<file path="config.mk">
export PLATFORM = sky130hd
export DESIGN_NAME = q2fsm_stim_tx
export DESIGN_NICKNAME = d
export VERILOG_FILES = /design/src/rtl/q2fsm_pkg.sv /design/src/rtl/q2fsm_sat_cnt.sv /design/src/rtl/q2fsm_stim_tx.sv
export SDC_FILE = /design/constraint.sdc
export NUM_CORES = 1
export LEC_CHECK = 0
export ABC_CLOCK_PERIOD_IN_PS = 3950
export BUFFER_PORTS_ARGS = -buffer_cell sky130_fd_sc_hd__buf_2
export CAP_MARGIN = 30
export CORE_ASPECT_RATIO = 1.25
export CORE_MARGIN = 1
export CORE_UTILIZATION = 35
export CTS_CLUSTER_SIZE = 30
export DETAILED_ROUTE_END_ITERATION = 10
export PLACE_DENSITY = 0.54
export REMOVE_ABC_BUFFERS = 1
export SETUP_SLACK_MARGIN = 0.3
export SYNTH_ARGS = -nofsm -noshare
export SYNTH_HDL_FRONTEND = slang
export SYNTH_HIERARCHICAL = 1
export SYNTH_SLANG_ARGS = --single-unit
</file>
<file path="constraint.sdc">
create_clock -name clk -period 3.95 [get_ports clk]
set_clock_uncertainty 0.2 [all_clocks]
set_input_delay 0.1975 -clock clk [delete_from_list [all_inputs] [get_ports clk]]
set_output_delay 0.1975 -clock clk [all_outputs]
set_load 0.02 [all_outputs]
</file>
<file path="src/rtl/q2fsm_pkg.sv">
// Shared types for the w/z stimulus transmitter, the sequence detector it drives,
// and any behavioural model of that detector.
package q2fsm_pkg;

  localparam int MIN_GAP = 2;

  typedef enum logic [1:0] {
    IDLE  = 2'd0,
    SHIFT = 2'd1,
    GAP   = 2'd2
  } tx_state_t;

  typedef enum logic [2:0] {
    DET_A = 3'd0,
    DET_B = 3'd1,
    DET_C = 3'd2,
    DET_D = 3'd3,
    DET_E = 3'd4,
    DET_F = 3'd5
  } det_state_t;

  // Detector transition table; z is asserted in E and F.
  function automatic det_state_t det_next(input det_state_t s, input logic w);
    det_state_t n;
    case (s)
      DET_A:   n = w ? DET_B : DET_A;
      DET_B:   n = w ? DET_C : DET_D;
      DET_C:   n = w ? DET_E : DET_D;
      DET_D:   n = w ? DET_F : DET_A;
      DET_E:   n = w ? DET_E : DET_D;
      DET_F:   n = w ? DET_C : DET_D;
      default: n = DET_A;
    endcase
    return n;
  endfunction

  function automatic logic det_z(input det_state_t s);
    return (s == DET_E) || (s == DET_F);
  endfunction

endpackage

</file>
<file path="src/rtl/q2fsm_sat_cnt.sv">
// Saturating up-counter with synchronous clear; clear wins over increment.
module q2fsm_sat_cnt #(
  parameter int W = 8
) (
  input  logic         clk,
  input  logic         reset_n,
  input  logic         clr,
  input  logic         inc,
  output logic [W-1:0] cnt
);

  logic [W-1:0] cnt_q, cnt_d;

  always_comb begin
    cnt_d = cnt_q;
    if (clr) begin
      cnt_d = '0;
    end else if (inc && (cnt_q != {W{1'b1}})) begin
      cnt_d = cnt_q + W'(1);
    end
  end

  always_ff @(posedge clk or negedge reset_n) begin
    if (!reset_n) begin
      cnt_q <= '0;
    end else begin
      cnt_q <= cnt_d;
    end
  end

  assign cnt = cnt_q;

endmodule

</file>
<file path="src/rtl/q2fsm_stim_tx.sv">
// Serialises a parallel word onto w (MSB first), follows it with a zero gap,
// and counts the detector's z responses inside the frame window.
module q2fsm_stim_tx
  import q2fsm_pkg::tx_state_t;
  import q2fsm_pkg::MIN_GAP;
#(
  parameter int WORD_W = 16,
  parameter int GAP    = 2,
  parameter int CNT_W  = 8
) (
  input  logic              clk,
  input  logic              reset_n,
  input  logic              in_valid,
  output logic              in_ready,
  input  logic [WORD_W-1:0] in_data,
  output logic              w,
  output logic              w_valid,
  input  logic              z,
  output logic              busy,
  output logic              done,
  output logic [CNT_W-1:0]  z_cnt
);

  localparam int BW = (WORD_W > 1) ? $clog2(WORD_W) : 1;
  localparam int GW = (GAP > 1) ? $clog2(GAP) : 1;

  if (GAP < MIN_GAP) begin : g_gap_chk
    $error("q2fsm_stim_tx: GAP must be at least %0d", MIN_GAP);
  end
  if (WORD_W < 2) begin : g_word_chk
    $error("q2fsm_stim_tx: WORD_W must be at least 2");
  end

  tx_state_t         state_q, state_d;
  logic [WORD_W-2:0] shreg_q, shreg_d;   // MSB is already on w when loaded
  logic [BW-1:0]     bit_cnt_q, bit_cnt_d;
  logic [GW-1:0]     gap_cnt_q, gap_cnt_d;
  logic              w_q, w_d;
  logic              w_valid_q, w_valid_d;
  logic              busy_q, busy_d;
  logic              z_win_q, z_win_d;
  logic              done_q, done_d;
  logic              cnt_clr;

  always_comb begin
    state_d   = state_q;
    shreg_d   = shreg_q;
    bit_cnt_d = bit_cnt_q;
    gap_cnt_d = gap_cnt_q;
    w_d       = 1'b0;
    w_valid_d = 1'b0;
    busy_d    = busy_q;
    cnt_clr   = 1'b0;
    // z_win tracks the detector's one-cycle registered response to w.
    z_win_d   = w_valid_q;
    done_d    = z_win_q & ~w_valid_q;

    case (state_q)
      q2fsm_pkg::IDLE: begin
        if (in_valid) begin
          shreg_d   = in_data[WORD_W-2:0];
          w_d       = in_data[WORD_W-1];
          w_valid_d = 1'b1;
          bit_cnt_d = BW'(WORD_W - 1);
          busy_d    = 1'b1;
          cnt_clr   = 1'b1;
          state_d   = q2fsm_pkg::SHIFT;
        end
      end
      q2fsm_pkg::SHIFT: begin
        if (bit_cnt_q != '0) begin
          w_d       = shreg_q[WORD_W-2];
          w_valid_d = 1'b1;
          shreg_d   = shreg_q << 1;
          bit_cnt_d = bit_cnt_q - BW'(1);
        end else begin
          gap_cnt_d = GW'(GAP - 1);
          state_d   = q2fsm_pkg::GAP;
        end
      end
      q2fsm_pkg::GAP: begin
        if (gap_cnt_q == '0) begin
          busy_d  = 1'b0;
          state_d = q2fsm_pkg::IDLE;
        end else begin
          gap_cnt_d = gap_cnt_q - GW'(1);
        end
      end
      default: state_d = q2fsm_pkg::IDLE;
    endcase
  end

  always_ff @(posedge clk or negedge reset_n) begin
    if (!reset_n) begin
      state_q   <= q2fsm_pkg::IDLE;
      shreg_q   <= '0;
      bit_cnt_q <= '0;
      gap_cnt_q <= '0;
      w_q       <= 1'b0;
      w_valid_q <= 1'b0;
      busy_q    <= 1'b0;
      z_win_q   <= 1'b0;
      done_q    <= 1'b0;
    end else begin
      state_q   <= state_d;
      shreg_q   <= shreg_d;
      bit_cnt_q <= bit_cnt_d;
      gap_cnt_q <= gap_cnt_d;
      w_q       <= w_d;
      w_valid_q <= w_valid_d;
      busy_q    <= busy_d;
      z_win_q   <= z_win_d;
      done_q    <= done_d;
    end
  end

  q2fsm_sat_cnt #(
    .W (CNT_W)
  ) u_z_cnt (
    .clk     (clk),
    .reset_n (reset_n),
    .clr     (cnt_clr),
    .inc     (z_win_q & z),
    .cnt     (z_cnt)
  );

  assign in_ready = (state_q == q2fsm_pkg::IDLE);
  assign w        = w_q;
  assign w_valid  = w_valid_q;
  assign busy     = busy_q;
  assign done     = done_q;

endmodule

</file>
==> results.txt, run 1 <==
FF-to-FF Start: bit_cnt_q[0]
power per cell area: 789 nW/um2
Sink Count: 35
drt drc: 0
Initial DRC Count: 86
number of global-route vias before repair: 1319
fraction of final layout cells sized beyond drive strength 1: 0.414
VDD IR max: 0.000288 V
Crit path required time: 3.91 ns
global route total overflow: 0
Final Max Tran Viols: 0
Power Total: 0.00164 W
worst hold path type: in -> reg
Mapped Area: 1790 um2
Leakage: 1.02 nW
worst-case reg-to-reg path depth: 6
first-pass GRT wire length: 5780 um
fmax: 0.473 GHz
Tmin final: 2.12 ns
post-CTS resize count: 0
fillers: 471
Logic pwr share: 0.458
Sum Neg Setup Slack: 0 ns
commonest non-fill, non-tap cell in the layout: dfrtp_1
# hold bufs at CTS: 3
ANT cells: 0
Post-CTS Setup Bufs: 0
CTS tree: yes
Rows: 28
status: finished clean
DR pass1 iterations: 4
Vias: 1227
die area: 5410 um2
RSZ-0062 raised after global routing: no
Layout Nets: 203
Routed WL per cell: 13.5 um
remaining antenna violation count: 0
Reg power frac: 0.386
Main synth FF type: dfrtp_1
final instance count without filler cells: 241
#FFs+latches synth: 35
later-pin clock latency in the skew report: 0.28 ns
Yosys cell types: 42
fin crit share: 0.536
post-synthesis average cell area: 12.4 um2
initial antenna violation count: 0
Die Wd: 66.0 um
CTS clk-pin slew, worst paths: 0.07 ns
GPL Wtd Cong: 0.757
Area Growth Syn to Fin: 16.0%
Ys Warns: 6
Ports: 33
kind of critical path: reg -> reg
pin count of the biggest net entering global routing: 36
Hold Vio Cnt, Final: 0
max_cap viols: 0
EDFF count, synth: 0
CP Max Fanout: 16
critical path capture point type: register
hold path depth: 3
Port Buffers: 32
Root Driver: clkbuf_8
CP arrival: 2.08 ns
Tightest Pin Transition: 0.771 ns
Worst Hold Launch: in_data[8]
Post-Route WL: 3260 um
Slew HR: 0.486
Initial Utilization: 0.371
GRT Overall Usage: 0.143
most frequent cells in the layout: dfrtp_1, buf_2, mux2_2
Inst Count DP: 231
HPWL Detailed: 2370 um
synthesized instance count: 145
critical path launch point type: register
number of CTS-inserted buffers: 5
share of flip-flops with an asynchronous set or reset: 1.00
Via density: 5.09
Worst Setup SP: bit_cnt_q[0]
clock share of power: 0.156
Seq/Total Area, Yosys: 0.488
Int Pwr: 0.00107 W
CORE AREA: 4830 um2
final setup vio count: 0
Max Buffers Root-to-Sink: 2
H-tree depth: 2
Sw Ratio: 0.349
die height: 82.0 um
Sw Pwr: 0.000573 W
critical path, cell delays in order, from the launching register on:
cell and delay [ns]:
dfrtp_1 0.37, inv_1 0.05, ha_1 0.22, nor3b_2 0.18, a211o_2 0.39, inv_4 0.21, mux2_2 0.37
layout make-up:
cell class                      count  area, um2  share of cell area
Clock buffer                        6       82.6              0.0397
Clock inverter                      1       5.00             0.00241
Inverter                            9       36.3              0.0174
Multi-Input combinational cell     95        815               0.392
Sequential cell                    35        876               0.421
Tap cell                           60       75.1              0.0361
Timing Repair Buffer               35        190              0.0915
flip-flops by register name (all words and copies together), names as in the netlist:
name / count
state_q: 2
gap_cnt_q: 1
w_valid: 1
u_z_cnt/cnt: 8
shreg_q: 15
w: 1
z_win_q: 1
bit_cnt_q: 4
busy: 1
done: 1
through the flow:
stage | hold WS (ns) | setup slack [ns] | instance area (um2) | util
after floorplan | -0.298 | 1.95 | 1730 | -
after global placement | 0.123 | 1.88 | 1960 | 0.406
after detailed placement | 0.134 | 1.82 | 1960 | 0.406
after CTS | 0.0608 | 1.82 | 2080 | 0.430
after global routing | 0.0608 | 1.73 | 2080 | 0.430
final | 0.0676 | 1.83 | 2080 | 0.430
layer usage:
| metal | routed length (um) | up-vias | global-route usage |
|---|---|---|---|
| li1 | - | 591 | - |
| met4 | 53 | 0 | 0.0553 |
| met1 | 1380 | 584 | 0.166 |
| met3 | 200 | 7 | 0.0486 |
| met2 | 1630 | 45 | 0.243 |
| met5 | 0 | - | 0 |
cell families after synthesis:
kind of cell	after synthesis	share of synthesized area
adders and majority gates	2	0.0140
DFF	35	0.488
muxes	32	0.227
buffers and inverters	15	0.0572
and+or+nand+nor	39	0.132
AOI/OAI and AO/OA	22	0.0817
power by group through the flow:
stage / Sequential (W) / Clock [W] / Combinational [W]
after floorplan: 0.000665 / 0 / 0.000554
after global placement: 0.000630 / 0 / 0.000732
after detailed placement: 0.000640 / 0 / 0.000763
after CTS: 0.000634 / 0.000270 / 0.000767
after global routing: 0.000657 / 0.000286 / 0.000834
final: 0.000633 / 0.000256 / 0.000752
path summary, 6_finish.rpt:
check	endpoint	slack [ns]
hold reg to reg	z_win_q	0.20
setup reg to reg	shreg_q[4]	1.83
hold / removal	shreg_q[8]	0.07
setup / recovery	shreg_q[4]	1.83
min in group asynchronous	u_z_cnt/cnt[7]	0.32
max in group asynchronous	done	2.73
synth_stat cells, types with 3 or more instances:
master	count	area share
dfrtp_1	35	0.49
mux2_2	16	0.10
mux2_4	13	0.11
inv_1	8	0.017
nor3_1	6	0.017
a21oi_1	5	0.014
nand2_1	5	0.010
o21ai_0	5	0.014
nand2b_1	4	0.014
nor2_1	4	0.0084
nor2b_1	4	0.014
a22o_1	3	0.015
nand3_1	3	0.0084
No activity file was read; power rests on OpenSTA's default activity.
==> run 2: changes to the inputs <==
--- a/config.mk
+++ b/config.mk
@@ -5,7 +5,7 @@
 export SDC_FILE = /design/constraint.sdc
 export NUM_CORES = 1
 export LEC_CHECK = 0
-export ABC_CLOCK_PERIOD_IN_PS = 3950
+export ABC_CLOCK_PERIOD_IN_PS = 1800
 export BUFFER_PORTS_ARGS = -buffer_cell sky130_fd_sc_hd__buf_2
 export CAP_MARGIN = 30
 export CORE_ASPECT_RATIO = 1.25
@@ -13,7 +13,7 @@
 export CORE_UTILIZATION = 35
 export CTS_CLUSTER_SIZE = 30
 export DETAILED_ROUTE_END_ITERATION = 10
-export PLACE_DENSITY = 0.54
+export PLACE_DENSITY = 0.56
 export REMOVE_ABC_BUFFERS = 1
 export SETUP_SLACK_MARGIN = 0.3
 export SYNTH_ARGS = -nofsm -noshare
==> constraint.sdc (replaced) <==
create_clock -name clk -period 1.8 [get_ports clk]
set_clock_uncertainty 0.2 [all_clocks]
set_input_delay 0.09 -clock clk [delete_from_list [all_inputs] [get_ports clk]]
set_output_delay 0.09 -clock clk [all_outputs]
set_load 0.02 [all_outputs]
==> run 2 against run 1 <==
  * Via count grew 17%
  * Utilization grew 13 points
  * Clock-buffer cell count is the same
  * Global-route usage grew 1.7 points
  * The run now ends with setup timing left
  * Die area is the same
  * Non-clock buffer count grew 46
  * Routed wire length grew 26%
  * Critical path depth is the same
==> results.txt, run 2 (synthesis gave the netlist of run 1 again) <==
Leakage: 1.31 nW (+29%)
drt drc: 0 (unchanged)
Sink Count: 35 (unchanged)
critical path capture point type: register
CP arrival: 1.83 ns (-0.25 ns)
GPL Wtd Cong: 0.766 (+1.2%)
final setup vio count: 15 (+15)
commonest non-fill, non-tap cell in the layout: dfrtp_1
DR pass1 iterations: 4 (unchanged)
fin crit share: 1.03 (+0.497)
die area: 5410 um2 (unchanged)
Tmin final: 1.86 ns (-0.257 ns)
Port Buffers: 32 (unchanged)
Largest register FFs: 15 (unchanged)
remaining antenna violation count: 0 (unchanged)
H-tree depth: 2 (unchanged)
failing checks: setup timing
CP Max Fanout: 8 (-8)
Hold Vio Cnt, Final: 0 (unchanged)
CORE AREA: 4830 um2 (unchanged)
critical path launch point type: register
FF+latch area: 880 um2 (+0.43%)
Ports: 33 (unchanged)
pin count of the biggest net entering global routing: 36 (unchanged)
CTS tree: yes
Post-Route WL: 4110 um (+26%)
final hold slack: 0.0972 ns (+0.0295 ns)
ANT cells: 0 (unchanged)
HPWL Detailed: 2450 um (+3.4%)
CP cell instances: inv_2 -> ha_4 -> nor3b_4 -> a211o_4 -> clkinv_8 -> mux2_4
number of global-route vias before repair: 1415 (+7.3%)
Rows: 28 (unchanged)
Tightest Pin Transition: 0.465 ns (-0.305 ns)
Die Wd: 66.0 um (unchanged)
Final Max Tran Viols: 0 (unchanged)
Initial DRC Count: 38 (-56%)
Routed WL per cell: 14.3 um (+5.3%)
area of the multi-input gates: 987 um2 (+21%)
CTS clk-pin slew, worst paths: 0.07 ns (about the same)
first-pass GRT wire length: 6400 um (+11%)
later-pin clock latency in the skew report: 0.28 ns (about the same)
Via density: 4.97 (-2.3%)
global route total overflow: 0 (unchanged)
PnR worst setup slack: -0.0590 ns (-1.89 ns)
die height: 82.0 um (unchanged)
register bank with the most flops: shreg_q
most frequent cells in the layout: dfrtp_1, buf_2, buf_4
Layout Nets: 250 (+23%)
Crit path largest cell delay: 0.41 ns (+0.02 ns)
Max Buffers Root-to-Sink: 2 (unchanged)
Area Growth Syn to Fin: 51.4%
Sum Neg Setup Slack: -0.712 ns (-0.712 ns)
kind of critical path: reg -> reg
max_cap viols: 0 (unchanged)
power per cell area: 1670 nW/um2 (+110%)
status: complete, but fails checks
CP max stage cell: a211o_4
VDD IR max: 0.000834 V (+190%)
Slew HR: 0.690 (+0.203)
GRT Overall Usage: 0.160 (+0.0168)
Crit path required time: 1.77 ns (-2.14 ns)
worst hold path type: in -> reg
fmax: 0.538 GHz (+14%)
Vias: 1432 (+17%)
Initial Utilization: 0.371 (unchanged)
RSZ-0062 raised after global routing: yes
fillers: 406 (-14%)
Power Total: 0.00453 W (+180%)
number of CTS-inserted buffers: 5 (unchanged)
Root Driver: clkbuf_8
fraction of final layout cells sized beyond drive strength 1: 0.570 (+0.156)
initial antenna violation count: 0 (unchanged)
==> run 2: changes by cell type in the layout (fill, tap and decap cells not counted), sizes merged <==
cell,before,now
dlygate4sd3,3,18
buf,32,63
inv,9,8
clkinv,1,3
==> run 2: worst paths after layout <==
kind,start,cells past startpoint,slack [ns],end
setup / recovery,bit_cnt_q[1],6,-0.06,shreg_q[11]
hold / removal,z,4,0.1,u_z_cnt/cnt[2]
setup reg to reg,bit_cnt_q[1],6,-0.06,shreg_q[11]
hold reg to reg,w_valid,0,0.21,z_win_q
max in group asynchronous,reset_n,3,0.87,u_z_cnt/cnt[2]
min in group asynchronous,reset_n,3,0.17,u_z_cnt/cnt[7]
==> run 2: critical path: cells and delay by family, from the launching register on <==
kind            cells  cell delay, ns
compound gates      1            0.41
flops               1            0.36
mux                 1            0.30
buf+inv             2            0.16
fa+ha+maj           1            0.16
simple gates        1            0.15
==> run 2: where the power goes <==
| part | internal (W) | switching [W] |
|---|---|---|
| combinational | 0.00154 | 0.00103 |
| clock | 0.000300 | 0.000266 |
| sequential | 0.00113 | 0.000262 |
| total | 0.00297 | 0.00156 |
==> run 2: metal layers <==
layer  track usage  wire length, um  up-vias
met4        0.0511               42        0
li1              -                -      679
met5             0                0        -
met3        0.0458              148        5
met1         0.177             1670      708
met2         0.292             2240       40
==> run 2: layout make-up <==
cell class                      instances  area share
Timing Repair inverter                  1     0.00599
Timing Repair Buffer                   81       0.229
Sequential cell                        35       0.324
Multi-Input combinational cell         95       0.364
Inverter                                9      0.0171
Clock buffer                            6      0.0304
Tap cell                               60      0.0276
Clock inverter                          1     0.00184
==> run 2: metrics by stage <==
step | util | area, um2 | setup slack, ns | std cells
final | 0.562 | 2720 | -0.0590 | 288
after global routing | 0.562 | 2720 | -0.102 | 288
after CTS | 0.525 | 2540 | -0.0492 | 277
after detailed placement | 0.432 | 2090 | -0.211 | 246
after global placement | 0.432 | 2090 | -0.151 | 246
after floorplan | - | 1730 | -0.201 | 139
==> run 2: repair_timing <==
item / CTS / global route
hold endpoints to repair: 52 / 0
cloned: 1 / 0
resized for setup: 38 / 20
hold buffers: 18 / 0
setup endpoints to repair: 28 / 30
setup buffers: 5 / 11
pin swaps: 7 / 7
==> run 3: changes to the inputs <==
--- a/config.mk
+++ b/config.mk
@@ -14,7 +14,6 @@
 export CTS_CLUSTER_SIZE = 30
 export DETAILED_ROUTE_END_ITERATION = 10
 export PLACE_DENSITY = 0.56
-export REMOVE_ABC_BUFFERS = 1
 export SETUP_SLACK_MARGIN = 0.3
 export SYNTH_ARGS = -nofsm -noshare
 export SYNTH_HDL_FRONTEND = slang
==> run 3 against run 2 <==
  * The run still ends with setup timing left
  * Critical path depth stayed put
  * Via count is 0.84% higher
  * Routed wire length is 5.9% higher
  * Final area is 4.0% higher
  * Setup slack better by 0.022 ns
  * Clock power is 22% higher
  * Maximum frequency is 1.2% higher
  * Sequential power is 4% higher
  * Flip-flop and latch count stayed put
  * Die area stayed put
==> results.txt, run 3 (synthesis gave the netlist of run 1 again) <==
worst hold path type: in -> async
Via density: 4.98 (+0.14%)
Initial Utilization: 0.371 (unchanged)
Port Buffers: 32 (unchanged)
pin count of the biggest net entering global routing: 20 (-44%)
Layout Nets: 251 (+0.40%)
Die Wd: 66.0 um (unchanged)
HPWL Detailed: 2700 um (+10%)
initial antenna violation count: 0 (unchanged)
Initial DRC Count: 59 (+55%)
Crit path depth: 6 (unchanged)
Tmin final: 1.84 ns (-0.0216 ns)
Sink Count: 35 (unchanged)
PnR worst setup slack: -0.0374 ns (+0.0216 ns)
most frequent cells in the layout: buf_2, dfrtp_1, mux2_4
die area: 5410 um2 (unchanged)
Power Total: 0.00476 W (+5.1%)
kind of critical path: reg -> reg
status: complete, but fails checks
FF-to-FF Start: bit_cnt_q[0]
Post-Route WL: 4350 um (+5.9%)
Area Growth Syn to Fin: 57.4%
Vias: 1444 (+0.84%)
global route total overflow: 0 (unchanged)
number of global-route vias before repair: 1545 (+9.2%)
final instance area: 2820 um2 (+4.0%)
CP bufs+invs: 2 (unchanged)
remaining antenna violation count: 0 (unchanged)
RSZ-0062 raised after global routing: yes
number of CTS-inserted buffers: 5 (unchanged)
Tightest Pin Transition: 0.436 ns (-0.0299 ns)
CORE AREA: 4830 um2 (unchanged)
GRT Overall Usage: 0.175 (+0.0149)
commonest non-fill, non-tap cell in the layout: buf_2
Ports: 33 (unchanged)
CTS tree: yes
H-tree depth: 2 (unchanged)
Reg power frac: 0.301 (-0.005)
crit-path leading delay family: compound AO/OA/AOI/OAI gates
post-placement cell area: 2120 um2 (+1.8%)
power per cell area: 1690 nW/um2 (+1.1%)
CP cell instances: inv_2 -> ha_4 -> nor3b_4 -> a211o_4 -> inv_8 -> mux2_4
die height: 82.0 um (unchanged)
CTS clk-pin slew, worst paths: 0.07 ns (about the same)
Max Buffers Root-to-Sink: 2 (unchanged)
GPL Wtd Cong: 0.835 (+9.0%)
Sw Ratio: 0.343 (-0.00165)
later-pin clock latency in the skew report: 0.28 ns (about the same)
critical path capture point type: register
Largest register FFs: 15 (unchanged)
Root Driver: clkbuf_8
r2r setup slk: -0.04 ns (+0.02 ns)
max_cap viols: 0 (unchanged)
fraction of final layout cells sized beyond drive strength 1: 0.617 (+0.0472)
critical path launch point type: register
final setup vio count: 14 (-1)
worst-case reg-to-reg path depth: 6 (unchanged)
Syn Nets: 167
crit path capture: shreg_q[10]
fillers: 419 (+3.2%)
Crit path largest cell delay: 0.39 ns (-0.02 ns)
fin crit share: 1.02 (-0.0120)
ANT cells: 0 (unchanged)
Rows: 28 (unchanged)
Reg2Reg Capture Point: shreg_q[10]
fmax: 0.544 GHz (+1.2%)
clock share of power: 0.145 (+0.020)
Slew HR: 0.710 (+0.0199)
Logic pwr share: 0.554 (-0.015)
Crit path required time: 1.77 ns (about the same)
drt drc: 0 (unchanged)
VDD IR max: 0.000877 V (+5.1%)
CP max stage cell: a211o_4
Final Max Tran Viols: 0 (unchanged)
failing checks: setup timing
Leakage: 1.35 nW (+2.8%)
Sw Pwr: 0.00163 W (+4.6%)
CP Max Fanout: 8 (unchanged)
first-pass GRT wire length: 6910 um (+8.1%)
Worst Setup SP: bit_cnt_q[0]
Hold Vio Cnt, Final: 0 (unchanged)
Routed WL per cell: 15.0 um (+5.2%)
Int Pwr: 0.00313 W (+5.4%)
CP arrival: 1.81 ns (-0.02 ns)
register bank with the most flops: shreg_q
DR pass1 iterations: 4 (unchanged)
run 3: what timing repair did:
action                                  4_1_cts  5_1_grt
endpoints found under the hold margin        52        0
gates cloned                                  1        0
pin swaps                                     9        9
endpoints found under the setup margin       26       31
hold buffers                                 18        0
gates resized for setup                      28       28
setup buffers                                12        9
run 3: layout make-up:
cell class | instances | area, um2 | share of cell area
clock inverter | 1 | 30.0 | 0.0106
sequential | 35 | 887 | 0.314
tap | 60 | 75.1 | 0.0266
clock buffer | 7 | 76.3 | 0.0270
timing repair inverter | 1 | 11.3 | 0.00399
inverter | 9 | 46.3 | 0.0164
multi-input combinational | 95 | 1040 | 0.370
timing repair buffer | 82 | 653 | 0.231
run 3: worst min path at each step:
stage / end / slack [ns] / depth (start not counted)
6_report: gap_cnt_q / 0.08 / 2
5_1_grt: gap_cnt_q / 0.11 / 2
4_1_cts: w / 0.09 / 2
3_5_place_dp: u_z_cnt/cnt[4] / -0.14 / 1
3_3_place_gp: busy / -0.15 / 1
2_1_floorplan: bit_cnt_q[0] / -0.41 / 0
run 3: metal layers:
metal,wire (um),GRT usage
met2,2460,0.329
met1,1660,0.182
met3,153,0.0542
met5,0,0
met4,74,0.0596
run 3: through the flow:
step                      hold WS, ns  cells  utilization  TNS (ns)  setup WS, ns
after detailed placement       -0.141    242        0.439     -1.67        -0.149
final                          0.0800    290        0.584    -0.416       -0.0374
after CTS                      0.0883    281        0.542    -0.454       -0.0418
after floorplan                -0.406    145            -     -1.16        -0.132
after global placement         -0.151    242        0.439     -1.19        -0.107
after global routing            0.114    290        0.584    -0.883       -0.0703
run 3: power by group through the flow:
stage | sequential, W | combinational, W | clock (W)
3_5_place_dp | 0.00143 | 0.00196 | 0
6_report | 0.00144 | 0.00264 | 0.000689
5_1_grt | 0.00148 | 0.00284 | 0.000758
4_1_cts | 0.00141 | 0.00238 | 0.000701
3_3_place_gp | 0.00140 | 0.00188 | 0
2_1_floorplan | 0.00148 | 0.00144 | 0
